`config.mk`:
```
export PLATFORM = sky130hd
export DESIGN_NAME = ysyx_24070003_mem_arbiter
export DESIGN_NICKNAME = d
export VERILOG_FILES = /design/src/rtl/ysyx_24070003_arb_pkg.sv /design/src/rtl/ysyx_24070003_arb_grant.sv /design/src/rtl/ysyx_24070003_mem_arbiter.sv
export SDC_FILE = /design/constraint.sdc
export NUM_CORES = 1
export LEC_CHECK = 0
export ABC_AREA = 1
export CAP_MARGIN = 20
export CORE_MARGIN = 5
export CORE_UTILIZATION = 46
export DETAILED_ROUTE_END_ITERATION = 7
export PLACE_DENSITY_LB_ADDON = 0.25
export SLEW_MARGIN = 15
export SYNTH_ARGS = -nofsm -noshare
export SYNTH_HDL_FRONTEND = slang
export SYNTH_SLANG_ARGS = --single-unit
```
`constraint.sdc`:
```
create_clock -name clock -period 2.7 [get_ports clock]
set_clock_uncertainty 0.05 [all_clocks]
set_input_delay 0.405 -clock clock [delete_from_list [all_inputs] [get_ports clock]]
set_output_delay 0.405 -clock clock [all_outputs]
set_load 0.01 [all_outputs]
```
`src/rtl/ysyx_24070003_arb_pkg.sv`:
```
// ---------------------------------------------------------------------------
// ysyx_24070003_arb_pkg
// Shared types and constants for the ICACHE/LSU read-channel arbiter.
//   arb_state_e : arbiter FSM states (IDLE -> ADDR -> DATA -> IDLE)
//   arb_owner_e : which requester owns the current transaction
//   BURST_INCR  : AXI4 INCR burst encoding
//   SIZE_WORD   : AXI4 4-byte transfer size encoding
// ---------------------------------------------------------------------------
package ysyx_24070003_arb_pkg;

  typedef enum logic [1:0] {
    ST_IDLE = 2'd0,
    ST_ADDR = 2'd1,
    ST_DATA = 2'd2
  } arb_state_e;

  typedef enum logic {
    OWN_IC  = 1'b0,
    OWN_LSU = 1'b1
  } arb_owner_e;

  localparam logic [1:0] BURST_INCR = 2'b01;
  localparam logic [2:0] SIZE_WORD  = 3'b010;

endpackage

```
`src/rtl/ysyx_24070003_arb_grant.sv`:
```
// ---------------------------------------------------------------------------
// ysyx_24070003_arb_grant
// Priority decision between ICACHE and LSU plus the ICACHE starvation counter.
// The LSU normally wins; once ICACHE has lost STARVE_MAX consecutive
// contested grants it is given the next one.
//   clock, rstn        : clock, synchronous active-low reset
//   idle_i             : arbiter can grant this cycle (FSM idle, not in reset)
//   ic_arvalid_i       : ICACHE request pending
//   lsu_arvalid_i      : LSU request pending
//   grant_ic_o         : ICACHE granted this cycle
//   grant_lsu_o        : LSU granted this cycle
//   winner_o           : owner of the transaction being granted
// ---------------------------------------------------------------------------
module ysyx_24070003_arb_grant
  import ysyx_24070003_arb_pkg::*;
#(
  parameter int STARVE_MAX = 4
) (
  input  logic       clock,
  input  logic       rstn,
  input  logic       idle_i,
  input  logic       ic_arvalid_i,
  input  logic       lsu_arvalid_i,
  output logic       grant_ic_o,
  output logic       grant_lsu_o,
  output arb_owner_e winner_o
);

  localparam int CW = (STARVE_MAX > 0) ? $clog2(STARVE_MAX + 1) : 1;

  logic [CW-1:0] starve_q, starve_d;
  logic          ic_prio;

  always_comb begin
    ic_prio     = (starve_q == CW'(STARVE_MAX));
    grant_ic_o  = 1'b0;
    grant_lsu_o = 1'b0;
    if (idle_i) begin
      if (ic_arvalid_i && (ic_prio || !lsu_arvalid_i)) begin
        grant_ic_o = 1'b1;
      end else if (lsu_arvalid_i) begin
        grant_lsu_o = 1'b1;
      end
    end
    winner_o = grant_lsu_o ? OWN_LSU : OWN_IC;

    // Only a loss while ICACHE is actually waiting counts as starvation.
    starve_d = starve_q;
    if (grant_ic_o) begin
      starve_d = '0;
    end else if (grant_lsu_o && ic_arvalid_i && !ic_prio) begin
      starve_d = starve_q + CW'(1);
    end
  end

  always_ff @(posedge clock) begin
    if (!rstn) begin
      starve_q <= '0;
    end else begin
      starve_q <= starve_d;
    end
  end

endmodule

```
`src/rtl/ysyx_24070003_mem_arbiter.sv`:
```
// ---------------------------------------------------------------------------
// ysyx_24070003_mem_arbiter
// Shares one AXI4 read port (AR + R) between an ICACHE refill engine and the
// LSU. One transaction at a time: IDLE grants, ADDR presents the latched AR
// fields, DATA routes read beats to the owner until rlast.
//   clock, rstn                      : clock, synchronous active-low reset
//   ic_ar*/ic_r*                     : ICACHE burst read request / data
//   lsu_ar*/lsu_r*                   : LSU single-beat load request / data
//   m_ar*/m_r*                       : shared AXI4 read master channels
//   ic_grant_cnt, lsu_grant_cnt      : wrapping grant counters
// ---------------------------------------------------------------------------
module ysyx_24070003_mem_arbiter
  import ysyx_24070003_arb_pkg::*;
#(
  parameter int STARVE_MAX = 4
) (
  input  logic        clock,
  input  logic        rstn,
  // ICACHE
  input  logic        ic_arvalid,
  input  logic [31:0] ic_araddr,
  input  logic [7:0]  ic_arlen,
  output logic        ic_arready,
  output logic        ic_rvalid,
  output logic [31:0] ic_rdata,
  output logic [1:0]  ic_rresp,
  output logic        ic_rlast,
  input  logic        ic_rready,
  // LSU
  input  logic        lsu_arvalid,
  input  logic [31:0] lsu_araddr,
  input  logic [2:0]  lsu_arsize,
  output logic        lsu_arready,
  output logic        lsu_rvalid,
  output logic [31:0] lsu_rdata,
  output logic [1:0]  lsu_rresp,
  input  logic        lsu_rready,
  // shared AXI4 master
  output logic        m_arvalid,
  output logic [31:0] m_araddr,
  output logic [7:0]  m_arlen,
  output logic [2:0]  m_arsize,
  output logic [1:0]  m_arburst,
  input  logic        m_arready,
  input  logic        m_rvalid,
  input  logic [31:0] m_rdata,
  input  logic [1:0]  m_rresp,
  input  logic        m_rlast,
  output logic        m_rready,
  // statistics
  output logic [31:0] ic_grant_cnt,
  output logic [31:0] lsu_grant_cnt
);

  arb_state_e  state_q, state_d;
  arb_owner_e  owner_q, owner_d;
  arb_owner_e  winner;
  logic [31:0] araddr_q, araddr_d;
  logic [7:0]  arlen_q, arlen_d;
  logic [2:0]  arsize_q, arsize_d;
  logic [1:0]  arburst_q, arburst_d;
  logic        grant_ic, grant_lsu;
  logic [1:0]  grant_vec;

  ysyx_24070003_arb_grant #(
    .STARVE_MAX (STARVE_MAX)
  ) u_grant (
    .clock         (clock),
    .rstn          (rstn),
    .idle_i        (rstn && (state_q == ST_IDLE)),
    .ic_arvalid_i  (ic_arvalid),
    .lsu_arvalid_i (lsu_arvalid),
    .grant_ic_o    (grant_ic),
    .grant_lsu_o   (grant_lsu),
    .winner_o      (winner)
  );

  always_comb begin
    state_d     = state_q;
    owner_d     = owner_q;
    araddr_d    = araddr_q;
    arlen_d     = arlen_q;
    arsize_d    = arsize_q;
    arburst_d   = arburst_q;

    ic_arready  = grant_ic;
    lsu_arready = grant_lsu;
    m_arvalid   = 1'b0;
    m_rready    = 1'b0;
    ic_rvalid   = 1'b0;
    ic_rdata    = '0;
    ic_rresp    = '0;
    ic_rlast    = 1'b0;
    lsu_rvalid  = 1'b0;
    lsu_rdata   = '0;
    lsu_rresp   = '0;

    case (state_q)
      ST_IDLE: begin
        if (grant_ic || grant_lsu) begin
          state_d   = ST_ADDR;
          owner_d   = winner;
          araddr_d  = grant_ic ? ic_araddr : lsu_araddr;
          arlen_d   = grant_ic ? ic_arlen  : 8'd0;
          arsize_d  = grant_ic ? SIZE_WORD : lsu_arsize;
          arburst_d = BURST_INCR;
        end
      end
      ST_ADDR: begin
        m_arvalid = 1'b1;
        if (m_arready) begin
          state_d = ST_DATA;
        end
      end
      ST_DATA: begin
        if (owner_q == OWN_IC) begin
          m_rready  = ic_rready;
          ic_rvalid = m_rvalid;
          ic_rdata  = m_rdata;
          ic_rresp  = m_rresp;
          ic_rlast  = m_rlast;
        end else begin
          m_rready   = lsu_rready;
          lsu_rvalid = m_rvalid;
          lsu_rdata  = m_rdata;
          lsu_rresp  = m_rresp;
        end
        // Error responses do not end the burst early; only rlast does.
        if (m_rvalid && m_rready && m_rlast) begin
          state_d = ST_IDLE;
        end
      end
      default: state_d = ST_IDLE;
    endcase

    // Keep every output quiet while reset is held, regardless of stale state.
    m_araddr  = rstn ? araddr_q  : '0;
    m_arlen   = rstn ? arlen_q   : '0;
    m_arsize  = rstn ? arsize_q  : '0;
    m_arburst = rstn ? arburst_q : '0;
    if (!rstn) begin
      m_arvalid  = 1'b0;
      m_rready   = 1'b0;
      ic_rvalid  = 1'b0;
      ic_rdata   = '0;
      ic_rresp   = '0;
      ic_rlast   = 1'b0;
      lsu_rvalid = 1'b0;
      lsu_rdata  = '0;
      lsu_rresp  = '0;
    end
  end

  always_ff @(posedge clock) begin
    if (!rstn) begin
      state_q   <= ST_IDLE;
      owner_q   <= OWN_IC;
      araddr_q  <= '0;
      arlen_q   <= '0;
      arsize_q  <= '0;
      arburst_q <= '0;
    end else begin
      state_q   <= state_d;
      owner_q   <= owner_d;
      araddr_q  <= araddr_d;
      arlen_q   <= arlen_d;
      arsize_q  <= arsize_d;
      arburst_q <= arburst_d;
    end
  end

  // Index 0 counts ICACHE grants, index 1 LSU grants; both wrap naturally.
  assign grant_vec = {grant_lsu, grant_ic};

  generate
    for (genvar gi = 0; gi < 2; gi++) begin : g_cnt
      logic [31:0] cnt_q;
      always_ff @(posedge clock) begin
        if (!rstn) begin
          cnt_q <= '0;
        end else if (grant_vec[gi]) begin
          cnt_q <= cnt_q + 32'd1;
        end
      end
    end
  endgenerate

  assign ic_grant_cnt  = g_cnt[0].cnt_q;
  assign lsu_grant_cnt = g_cnt[1].cnt_q;

endmodule

```
==> run summary, run 1 <==
Status: completed
DIE AREA: 17000 um2
Worst-path clk slew: 50 ps
Ys Warns: 0
ANT cells: 0
Post-DRT Antenna Nets: 0
Worst setup margin: 109 ps
Crit Path Category: reg2out
Gpl congestion: 0.916
Part of the cycle the worst path needs: 95.9%
Vias per cell: 5.11
Worst EP arrival: 2140 ps
Site Rows: 44
Post-CTS setup buffer count: 0
Share of layout cells above drive strength 1: 7.20%
Multiplexer area fraction after synthesis: 0%
Setup_tns: 0 ps
Hold crit path type: in2reg
Core box area: 14400 um2
FILL cells: 1189
Post-route DRC: 0
Largest family of logic cells by synthesized area: simple AND/OR/NAND/NOR gates
Power density cells: 463 nW/um2
Largest net degree at the start of global routing: 97
Top FF cell, synth: dfxtp_1
DP Cell Count: 1504
Post-DP HPWL: 18300 um
Asr flop ratio synth: 0%
Routed length per instance: 15.9 um
Sink Count: 114
Req. time, crit path: 2250 ps
Routed vias: 7827
# nets final: 1461
Num ports: 302
Netlist cell types: 33
Reg2Reg Depth: 10
Post-Place Worst Slack: 267 ps
Synth Area in Compound Gates: 10.0%
Synth area leaders: dfxtp_1, nand2_1, inv_1
Num CTS Buffers: 17
Clock root buffer: clkbuf_16
Post-Synthesis Net Count: 1177
Clock buffer depth: 2
Simple-gate portion of the synthesized area: 40.0%
Post-synthesis sequential area ratio: 34.2%
R2r endpoint: araddr_q[18]
Non-Filler Instances: 1532
Post-synth EDFFs: 0
Max Freq: 386 MHz
Vias in the first global route: 7475
# setup viols final: 0
Initial antenna violation count: 0
Power, Total: 4.82 mW
GRT Util Overall: 28.6%
CP Launch Type: flip-flop
First-pass GRT wire length: 38000 um
Final Max Slew Viols: 0
Tmin final: 2590 ps
CTS tree: done
Synth top area share: 34.2%
Peak supply drop: 0.000545 V
Synthesized instance count: 1055
Initial Util: 46.4%
First-pass DRT Iterations: 5
Reg-to-Reg Start: u_grant.starve_q[0]
Routed WL: 24400 um
Most frequent cells in the layout: clkdlybuf4s50_1, nand2_1, inv_1, nor2_1, dfxtp_1
Die Height: 130 um
Synthesized area per cell: 6.33 um2
CP startpoint: state_q[1]
Area leader, netlist: dfxtp_1
Synth Area in XOR/XNOR: 0.656%
Synthesis-to-finish area growth: 56.1%
Grt ovf: 0
Seq cells post-synth: 114
CTS H-tree lvls: 4
Final Hold Viols: 0
CP endpoint kind: primary output
CP Capture Point: ic_rdata[3]
Clock Latency Late Sink: 410 ps
Max capacitance violation total: 0
Die Width: 130 um
Maximum fanout along the worst path: 21
Flop2flop setup slack: 470 ps
PortBufs: 300
Post-Syn Area: 6670 um2
DR iter-0 viols: 553
Lkg Pwr: 4.53 nW
Synth Area in Adders: 0.750%
Commonest non-fill, non-tap cell in the layout: clkdlybuf4s50_1
[kinds of logic (layout without fill, tap and decap cells)]
family          Yosys count  in the layout
fa+ha+maj                 4              4
buf+inv                 228            521
compound gates          120            120
other cells               1              1
simple gates            583            583
flops                   114            114
xor+xnor                  5              5
[stage by stage]
stage | area (um2) | hold slack, ps | util, %
2_1_floorplan | 6670 | 367 | -
3_3_place_gp | 9790 | 380 | 68.1
3_5_place_dp | 9790 | 389 | 68.1
4_1_cts | 10400 | 240 | 72.2
5_1_grt | 10400 | 265 | 72.5
6_report | 10400 | 257 | 72.5
[Yosys cell counts (3+ instances only)]
master	instances
a21oi_1	27
a31oi_1	26
buf_1	4
buf_2	21
buf_4	7
buf_6	6
clkbuf_1	14
dfxtp_1	114
ha_1	4
inv_1	174
nand2_1	268
nand3_1	60
nand4_1	17
nor2_1	135
nor2_2	5
nor2_4	5
nor3_1	54
nor3_2	30
o211ai_1	8
o21ai_0	49
o21ai_1	3
o21bai_1	4
o31ai_1	3
xor2_1	3
[per-layer routing]
| layer | track usage, % | share of wire (%) | vias up |
|---|---|---|---|
| met5 | 0 | 0 | - |
| met1 | 31.3 | 36 | 3572 |
| li1 | - | - | 3898 |
| met4 | 13.4 | 4.4 | 0 |
| met2 | 49.5 | 51 | 294 |
| met3 | 10.1 | 8.7 | 63 |
[sequential cells by signal, summed over array words and instances (netlist names)]
signal	cells
araddr_q	32
arburst_q	1
arlen_q	8
arsize_q	3
ic_grant_cnt	32
lsu_grant_cnt	32
owner_q	1
state_q	2
u_grant.starve_q	3
[area by class of cell]
cell class,instances,area [um2],share of cell area (%)
clock inverters,5,52.6,0.505
flip-flops and latches,114,2280,21.9
well taps,184,230,2.21
clock buffers,23,508,4.88
inverters,176,666,6.39
repair buffers,317,3210,30.8
multi-input cells,713,3470,33.3
[worst min path at each step]
stage	startpoint	to	slack [ps]	cells after the start
detailed placement	arburst_q[0]	arburst_q[0]	390	2
floorplan	arburst_q[0]	arburst_q[0]	370	2
global placement	arburst_q[0]	arburst_q[0]	380	2
global route	rstn	lsu_grant_cnt[1]	260	3
finish	rstn	lsu_grant_cnt[1]	260	3
CTS	rstn	lsu_grant_cnt[1]	240	3
[worst max-delay path: stages (launching register included)]
cell and delay, ps:
dfxtp_1 360, inv_1 110, nor2_4 160, inv_6 110
buf_4 220, nor3_2 150, clkdlybuf4s50_1 600
[power by group]
part	internal [mW]	switching [mW]
clock	1.38	0.752
sequential	1.78	0.0473
combinational	0.408	0.448
total	3.57	1.25
[timing repair]
item | in CTS | in global routing
resized for setup | 10 | 15
setup endpoints to repair | 45 | 38
hold buffers | 0 | 0
pin swaps | 0 | 0
Note: power is estimated with default switching activity, not from simulation.
==> inputs of run 2 (changes only) <==
==> constraint.sdc (replaced) <==
create_clock -name clock -period 2.7 [get_ports clock]
set_clock_uncertainty 0.05 [all_clocks]
set_input_delay 0.54 -clock clock [delete_from_list [all_inputs] [get_ports clock]]
set_output_delay 0.54 -clock clock [all_outputs]
set_load 0.01 [all_outputs]
==> run summary, run 2 (same netlist as run 1, synthesis figures left out) <==
Num ports: 302 (unchanged)
Die Width: 130 um (unchanged)
Core box area: 14400 um2 (unchanged)
Met2 usage: 49.3% (-0.24 points)
GRT Util Overall: 28.1% (-0.44 points)
Most frequent cells in the layout: nand2_1, clkdlybuf4s50_1, inv_1, nor2_1, dfxtp_1
Max Freq: 381 MHz (-1.4%)
First-pass DRT Iterations: 5 (unchanged)
Post-layout util: 73.8% (+1.3 points)
Site Rows: 44 (unchanged)
Hold crit path type: reg2reg
Slowest cell on crit path: clkdlybuf4s50_1
Crit Path Category: reg2out
Least-Margin Pin Slew: 580 ps
Max incr delay on CP: 580 ps (-20 ps)
Lkg Pwr: 5.22 nW (+15%)
Met1 usage: 31.8% (+0.43 points)
Max capacitance violation total: 0 (unchanged)
Met3 track demand over resource: 8.46% (-1.6 points)
Die Height: 130 um (unchanged)
Share of layout cells above drive strength 1: 7.45% (+0.25 points)
Hold Crit Depth: 2 (-1)
Reg-to-Reg Start: u_grant.starve_q[0]
# nets final: 1465 (+0.27%)
Final Max Slew Viols: 0 (unchanged)
Grt ovf: 0 (unchanged)
Worst EP arrival: 2040 ps (-100 ps)
Post-DP HPWL: 18300 um (+0.47%)
Req. time, crit path: 2110 ps (-140 ps)
Commonest non-fill, non-tap cell in the layout: nand2_1
R2r endpoint: ic_grant_cnt[15]
Power, Total: 5.16 mW (+7.1%)
Initial antenna violation count: 1 (+1)
Tmin final: 2630 ps (+36.8 ps)
Worst-path clk slew: 50 ps (about the same)
Sink Count: 114 (unchanged)
Largest net degree at the start of global routing: 88 (-9.3%)
Part of the cycle the worst path needs: 97.3% (+1.4 points)
Clock buffer depth: 2 (unchanged)
Peak supply drop: 0.000537 V (-1.5%)
PortBufs: 300 (unchanged)
# setup viols final: 0 (unchanged)
Initial Util: 46.4% (unchanged)
Max_slew headroom: 61.3%
Num CTS Buffers: 17 (unchanged)
CTS tree: done
Clock root buffer: clkbuf_16
Flop2flop setup slack: 590 ps (+120 ps)
Post-Place Worst Slack: -25.5 ps (-292 ps)
Critical Path, Cell by Cell: or2_2, buf_12, nor3_2, clkdlybuf4s50_1
Unrepaired setup endpoints after global routing: no
Hold_sp: arburst_q[0]
End of the worst hold path: arburst_q[0]
Routed vias: 7673 (-2.0%)
Synthesis-to-finish area growth: 58.8%
Clock Latency Late Sink: 410 ps (about the same)
CP Launch Type: flip-flop
Vias in the first global route: 7198 (-3.7%)
CP endpoint kind: primary output
Status: completed
Power density cells: 487 nW/um2 (+5.3%)
DR iter-0 viols: 422 (-24%)
CTS H-tree lvls: 4 (unchanged)
Post-DRT Antenna Nets: 0 (unchanged)
Worst setup margin: 72.6 ps (-36.8 ps)
Routed length per instance: 15.6 um (-1.8%)
Maximum fanout along the worst path: 25 (+19%)
Vias per cell: 4.98 (-2.5%)
First-pass GRT wire length: 37200 um (-1.9%)
Routed WL: 24100 um (-1.3%)
Reg2Reg Depth: 12 (+2)
Final Hold Viols: 0 (unchanged)
Gpl congestion: 0.937 (+2.3%)
DIE AREA: 17000 um2 (unchanged)
Gr busiest metal: met2
Post-route DRC: 0 (unchanged)
-- run 2: changes by cell type in the layout (fill, tap and decap cells not counted), sizes merged --
cell / delta
bufinv: +4
diode: +1
dlygate4sd2: +16
buf: +4
dlymetal6s2s: +30
clkdlybuf4s50: -46
-- run 2: layout make-up --
| class | count | area, um2 |
|---|---|---|
| Fill cell | 1149 | 3770 |
| Multi-Input combinational cell | 713 | 3460 |
| Timing Repair Buffer | 321 | 3300 |
| Sequential cell | 114 | 2280 |
| Inverter | 176 | 666 |
| Clock buffer | 23 | 478 |
| Tap cell | 184 | 230 |
| Clock inverter | 9 | 176 |
| Antenna cell | 1 | 2.50 |
-- run 2: worst max path at each step --
| stage | startpoint | to | slack, ps | cells past startpoint |
|---|---|---|---|---|
| 2_1_floorplan | rstn | ic_rdata[10] | 720 | 6 |
| 3_3_place_gp | rstn | ic_rdata[5] | -30 | 6 |
| 3_5_place_dp | rstn | ic_rdata[5] | -30 | 6 |
| 4_1_cts | owner_q | ic_rdata[1] | 0.2 | 4 |
| 5_1_grt | state_q[1] | m_rready | 7 | 5 |
| 6_report | owner_q | ic_rdata[3] | 70 | 4 |
-- run 2: per-layer routing --
layer	share of wire [%]	routed length, um	vias to the layer above
met2	52	12400	277
met4	2.9	691	0
met5	0	0	-
li1	-	-	3911
met3	7.7	1860	38
met1	38	9100	3447
-- run 2: what timing repair did --
| item | CTS | global route |
|---|---|---|
| resized for setup | 25 | 44 |
| gates cloned | 0 | 0 |
| pin swaps | 0 | 1 |
| setup endpoints to repair | 68 | 43 |
| hold buffers | 0 | 0 |
| buffers inserted | 0 | 1 |
-- run 2: worst max-delay path, delay by kind of cell, from the launching register on --
kind	cells	cell delay [ps]
buffers and inverters	2	770
flip-flops	1	340
AND/OR/NAND/NOR	2	520
-- run 2: stage by stage --
step           setup TNS [ps]  area, um2  instances  hold slack [ps]
2_1_floorplan               0       6670       1055              367
3_3_place_gp            -26.1       9830       1507              381
3_5_place_dp            -25.5       9830       1507              388
4_1_cts                     0      10500       1539              401
5_1_grt                     0      10600       1541              428
6_report                    0      10600       1541              397
-- run 2: where the power goes --
group	internal (mW)	switching [mW]
registers	1.78	0.0470
clock network	1.71	0.769
logic	0.413	0.444
total	3.90	1.26
